`src/rtl/fpu_share_arbiter.sv`:
```
// fpu_share_arbiter: round-robin sharing of one pipelined FPU with tagged in-order result FIFO.
// Define FPU_ARB_PRIORITY0_EN to give requester 0 strict priority over the round-robin group.
module fpu_share_arbiter #(
  parameter int NUM_REQ = 2,
  parameter int LATENCY = 3,
  parameter int FIFO_DEPTH = 4,
  localparam int IW = NUM_REQ > 1 ? $clog2(NUM_REQ) : 1
) (
  input  logic                   clk,
  input  logic                   rst,
  input  logic [NUM_REQ-1:0]     req_valid,
  output logic [NUM_REQ-1:0]     req_ready,
  input  logic [32*NUM_REQ-1:0]  req_a,
  input  logic [32*NUM_REQ-1:0]  req_b,
  input  logic [2*NUM_REQ-1:0]   req_op,
  input  logic [2*NUM_REQ-1:0]   req_round,
  output logic                   unit_valid,
  output logic [31:0]            unit_a,
  output logic [31:0]            unit_b,
  output logic [1:0]             unit_op,
  output logic [1:0]             unit_round,
  input  logic                   unit_result_valid,
  input  logic [31:0]            unit_result,
  input  logic [4:0]             unit_flags,
  output logic                   resp_valid,
  input  logic                   resp_ready,
  output logic [IW-1:0]          resp_id,
  output logic [31:0]            resp_result,
  output logic [4:0]             resp_flags,
  output logic                   err
);
`ifdef FPU_ARB_PRIORITY0_EN
  localparam bit PRIO = 1'b1;
`else
  localparam bit PRIO = 1'b0;
`endif
  localparam int CW = $clog2(FIFO_DEPTH + 1);
  localparam int PW = FIFO_DEPTH > 1 ? $clog2(FIFO_DEPTH) : 1;
  logic [IW-1:0] ptr_q, ptr_d, gnt_id;
  logic [IW:0] idx;
  logic gnt_v, push, pop, full, err_q;
  logic [CW-1:0] cred_q, cred_d, cnt_q;
  logic [PW-1:0] wr_q, rd_q;
  logic [IW+36:0] mem_q [FIFO_DEPTH];
  logic [LATENCY-1:0] tv_q;
  logic [IW-1:0] tid_q [LATENCY];

  function automatic logic [PW-1:0] nxt(input logic [PW-1:0] p);
    return p == PW'(FIFO_DEPTH - 1) ? '0 : p + 1'b1;
  endfunction

  always_comb begin
    gnt_v = 1'b0;
    gnt_id = '0;
    idx = '0;
    if (rst && cred_q != '0) begin
      if (PRIO && req_valid[0]) gnt_v = 1'b1;
      for (int k = 0; k < NUM_REQ; k++) begin
        idx = {1'b0, ptr_q} + (IW+1)'(k);
        if (idx >= (IW+1)'(NUM_REQ)) idx = idx - (IW+1)'(NUM_REQ);
        if (!gnt_v && req_valid[idx[IW-1:0]]) begin
          gnt_v = 1'b1;
          gnt_id = idx[IW-1:0];
        end
      end
    end
  end

  assign req_ready  = gnt_v ? NUM_REQ'(1) << gnt_id : '0;
  assign unit_valid = gnt_v;
  assign unit_a     = gnt_v ? req_a[32*gnt_id +: 32] : '0;
  assign unit_b     = gnt_v ? req_b[32*gnt_id +: 32] : '0;
  assign unit_op    = gnt_v ? req_op[2*gnt_id +: 2] : '0;
  assign unit_round = gnt_v ? req_round[2*gnt_id +: 2] : '0;
  // strict-priority grants to requester 0 leave the round-robin position alone
  assign ptr_d = (gnt_v && !(PRIO && gnt_id == '0)) ?
                 (gnt_id == IW'(NUM_REQ - 1) ? '0 : gnt_id + 1'b1) : ptr_q;
  assign full       = cnt_q == CW'(FIFO_DEPTH);
  assign resp_valid = rst && cnt_q != '0;
  assign pop        = resp_valid && resp_ready;
  assign push       = unit_result_valid && (!full || pop);
  assign cred_d     = cred_q - CW'(gnt_v) + CW'(pop && (cred_q != CW'(FIFO_DEPTH) || gnt_v));
  assign {resp_id, resp_result, resp_flags} = mem_q[rd_q];
  assign err = err_q;

  always_ff @(posedge clk) begin
    if (!rst) begin
      ptr_q  <= '0;
      cred_q <= CW'(FIFO_DEPTH);
      cnt_q  <= '0;
      wr_q   <= '0;
      rd_q   <= '0;
      tv_q   <= '0;
      err_q  <= 1'b0;
      for (int k = 0; k < LATENCY; k++) tid_q[k] <= '0;
    end else begin
      ptr_q  <= ptr_d;
      cred_q <= cred_d;
      cnt_q  <= cnt_q + CW'(push) - CW'(pop);
      if (push) begin
        mem_q[wr_q] <= {tid_q[LATENCY-1], unit_result, unit_flags};
        wr_q <= nxt(wr_q);
      end
      if (pop) rd_q <= nxt(rd_q);
      for (int k = LATENCY - 1; k > 0; k--) begin
        tv_q[k]  <= tv_q[k-1];
        tid_q[k] <= tid_q[k-1];
      end
      tv_q[0]  <= gnt_v;
      tid_q[0] <= gnt_id;
      err_q <= err_q || (tv_q[LATENCY-1] != unit_result_valid) || (unit_result_valid && full && !pop);
    end
  end
endmodule

```
`config.mk`:
```
export PLATFORM = sky130hd
export DESIGN_NAME = fpu_share_arbiter
export DESIGN_NICKNAME = d
export VERILOG_FILES = /design/src/rtl/fpu_share_arbiter.sv
export SDC_FILE = /design/constraint.sdc
export NUM_CORES = 1
export LEC_CHECK = 0
export ABC_AREA = 1
export CORE_ASPECT_RATIO = 1.2
export CORE_UTILIZATION = 40
export CTS_CLUSTER_DIAMETER = 150
export DETAILED_ROUTE_END_ITERATION = 7
export MAX_ROUTING_LAYER = met4
export PLACE_DENSITY = 0.74
export REMOVE_ABC_BUFFERS = 1
export SLEW_MARGIN = 30
export SYNTH_ARGS = -nofsm -noshare
export SYNTH_HDL_FRONTEND = slang
export SYNTH_SLANG_ARGS = --single-unit
```
`constraint.sdc`:
```
create_clock -name clk -period 2.9 [get_ports clk]
set_input_delay 0.29 -clock clk [delete_from_list [all_inputs] [get_ports clk]]
set_output_delay 0.29 -clock clk [all_outputs]
set_load 0.02 [all_outputs]
```
==> flow_summary.ini <==
[die]
floorplan.initialDensity_pct = 40.9
io_pins = 290
die_width_um = 127
core_region_area_um2 = 18200
die_h_um = 151
placementRows = 54
floorplan.die_area_um2 = 19200

[clock_tree]
tritoncts = built
clock_latency_of_the_later_clocked_register_in_the_worst_skew_pair_ps = 420
clock_sink_count = 172
cts_root_buf = clkbuf_16
cts-resized-gates = 0
max_h_tree_level = 4
clk_pin_slew_worst_paths_ps = 80
cts_buffer_depth = 2
cts_setup_buffers = 0
cts_buffers = 17
cts_hold_buf = 0

[yosys]
synth_area_per_cell_um2 = 10.5
yosys_warning_total = 0
netlist_area_um2 = 7440
post_synth_num_cell_types = 29
seq_area_frac_synth_pct = 66.7
ys_seq_elements = 172
synth_cells = 711

[timing]
timing.final.hold_violations = 0
maxSlewHeadroom_pct = 71.5
clock-skew-final_ps = 16.6
final.setup.tns_ps = 0
finalSetupViolations = 0
fmaxAchievable_mhz = 379
timing.final.max_slew_violations = 0
period_minus_slack_ps = 2640
rsz0062_at_grt = false
tightestPinTransition_ps = 428
final_min_period_over_clock_period_pct = 91.1

[critical_path]
worst-path-max-fanout = 60
worstPathRequired_ps = 2610
timing_worst_setup_path_type = reg -> out
crit_path_end_kind = primary output
cp-start-kind = flop
worst_path_max_delay_cell = clkdlybuf4s50_1
worst_reg2reg_path_endpoint = cnt_q[2]
critical_path.most_common_cell = nand2_1
arrival_worst_endpoint_ps = 2350
critPathBufInv = 4
timing.rr.start = cnt_q[1]
critical_path.max_stage_delay_ps = 600
path_delay_family = buffers and inverters
critical_path.cell_chain = inv_1 > nand3b_4 > nand4_2 > inv_2 > buf_12 > nand2_1 > nand2_1 > clkdlybuf4s50_1
r2r_setup_slack_ps = 610
worst-r2r-cell-count = 10

[drt]
ant_nets = 0
detail_route.first_pass.iterations = 5
dr_wl_met2_um = 11300
highest-signal-layer = met4
drt_wl_total_um = 22100
routed_via_density = 4.96
routed_wire_length_per_instance_um = 18.0
drcViolationCount = 0
initialDrtViolationCount = 380
wirelength_met1_um = 8040
vias = 6115
met3_wirelength_um = 2220

[final_layout]
layoutNonFillerInstCount = 1233
multi_input_comb_area_um2 = 2170
layout.cell_area.non_filler_um2 = 11300
top_library_cells_by_usage_in_the_layout_fill_and_taps_aside = clkdlybuf4s50_1 (271), nand2_1 (222), edfxtp_1 (152)
mostFrequentLayoutCell = clkdlybuf4s50_1
syn2layout_area_growth_pct = 52.5
sequential_cell_area_um2 = 4970
final_layout_size_suffix_gt1_share_pct = 8.04
final_net_count = 1184
nFillCells = 1440

[pwr]
p_total_mw = 8.33
switching_share_pct = 34.7
power_leakage_nw = 4.38
power.sequential.fraction_pct = 35.8
comb_power_share_pct = 38.3
power.clock.fraction_pct = 26.0
power.ir.vdd_worst_uv = 401
power.switching_mw = 2.89
power_report.internal_total_mw = 5.45
power_per_cell_area_nw_per_um2 = 734

[placed_design]
placed_cells_incl_taps = 1200
detailedPlacementHpwl_um = 16300
placed_area_um2 = 10800
gp_congestion = 0.894
portBuffers = 289

[global_route]
gr-usage-all-layers_pct = 23.8
grt_pass1_wl_um = 31900
antenna_found_initial = 1
grt_start_max_net_pins = 70
globalRoute.totalOverflow = 0
number_of_global_route_vias_before_repair = 5783

[run]
max_cap_violations = 0

[min_path]
min_delay_startpoint = tv_q[0]
worstHoldPathCells = 2
min_path_type = reg -> reg
worst_hold_path.endpoint = tv_q[1]

[outcome]
run_status = finished clean
power groups by stage:
stage,logic [mW],clock network [mW],registers (mW)
after floorplan,1.49,0,3.08
after global placement,3.18,0,3.03
after detailed placement,3.21,0,3.04
after CTS,3.22,2.18,2.98
after global routing,3.45,2.30,3.01
final,3.19,2.16,2.98
Yosys cell counts, drive strengths merged:
| master | number | area share [%] |
|---|---|---|
| o21ai | 78 | 5.4 |
| a21oi | 5 | 0.34 |
| ha | 8 | 1.3 |
| buf | 23 | 1.9 |
| fa | 2 | 0.54 |
| nand3 | 11 | 0.74 |
| edfxtp | 152 | 61 |
| clkbuf | 18 | 0.94 |
| o22ai | 38 | 3.2 |
| o211ai | 1 | 0.17 |
| inv | 34 | 1.7 |
| o31ai | 1 | 0.10 |
| nand4 | 1 | 0.17 |
| xor2 | 3 | 0.35 |
| nand2 | 223 | 11 |
| nor2 | 88 | 4.5 |
| nor3 | 1 | 0.067 |
| or2 | 2 | 0.17 |
| a21boi | 1 | 0.10 |
| nand3b | 1 | 0.27 |
| dfxtp | 20 | 5.4 |
how the worst max path moves through the flow:
stage                      start             to  slack [ps]  cells after the start
floorplan                   flop  resp_flags[0]        -400                      3
global placement    req_valid[0]     unit_a[13]         290                      9
detailed placement  req_valid[0]     unit_a[13]         270                      9
CTS                    cred_q[1]     unit_a[13]         230                      8
global route           cred_q[1]     unit_a[13]         130                      8
finish                 cred_q[1]      unit_a[6]         260                      8
state kept, by name, indices dropped and copies added, names as in the netlist, named ones only:
register	cells
mem_q	152
cred_q	3
rd_q	2
wr_q	2
tv_q	3
cnt_q	3
ptr_q	1
tid_q	3
err	1
metrics by stage:
stage	setup WS (ps)	util [%]	hold slack, ps
5_1_grt	133	62.4	433
2_1_floorplan	-405	-	375
6_report	259	62.4	416
4_1_cts	233	62.4	416
3_3_place_gp	289	59.3	395
3_5_place_dp	273	59.3	398
worst reg2reg max path: stages (launching register included):
cell     delay [ps]
dfxtp_1         350
nor2_1          150
nand2_1         110
nand3_1         190
inv_1           140
ha_1            290
inv_1            40
ha_1            190
fa_1            370
or2_2           300
a21oi_1         110
logic make-up after synthesis:
group | synth area share, %
buf+inv | 4.52
flops | 66.7
simple gates | 17.2
fa+ha+maj | 1.88
compound gates | 9.30
xor+xnor | 0.353
routing by layer:
metal,vias to the layer above,GRT usage [%]
met3,31,7.91
li1,2991,-
met5,-,-
met2,293,41.1
met4,0,8.43
met1,2800,25.7
final cells by class:
class                           count  share of cell area, %
Clock inverter                     14                   1.29
Clock buffer                       18                   3.78
Tap cell                          224                   2.47
Timing Repair Buffer              306                   28.4
Inverter                           34                   1.12
Sequential cell                   172                   43.8
Multi-Input combinational cell    464                   19.1
Antenna cell                        1                 0.0221
(Power assumes the default switching activity.)
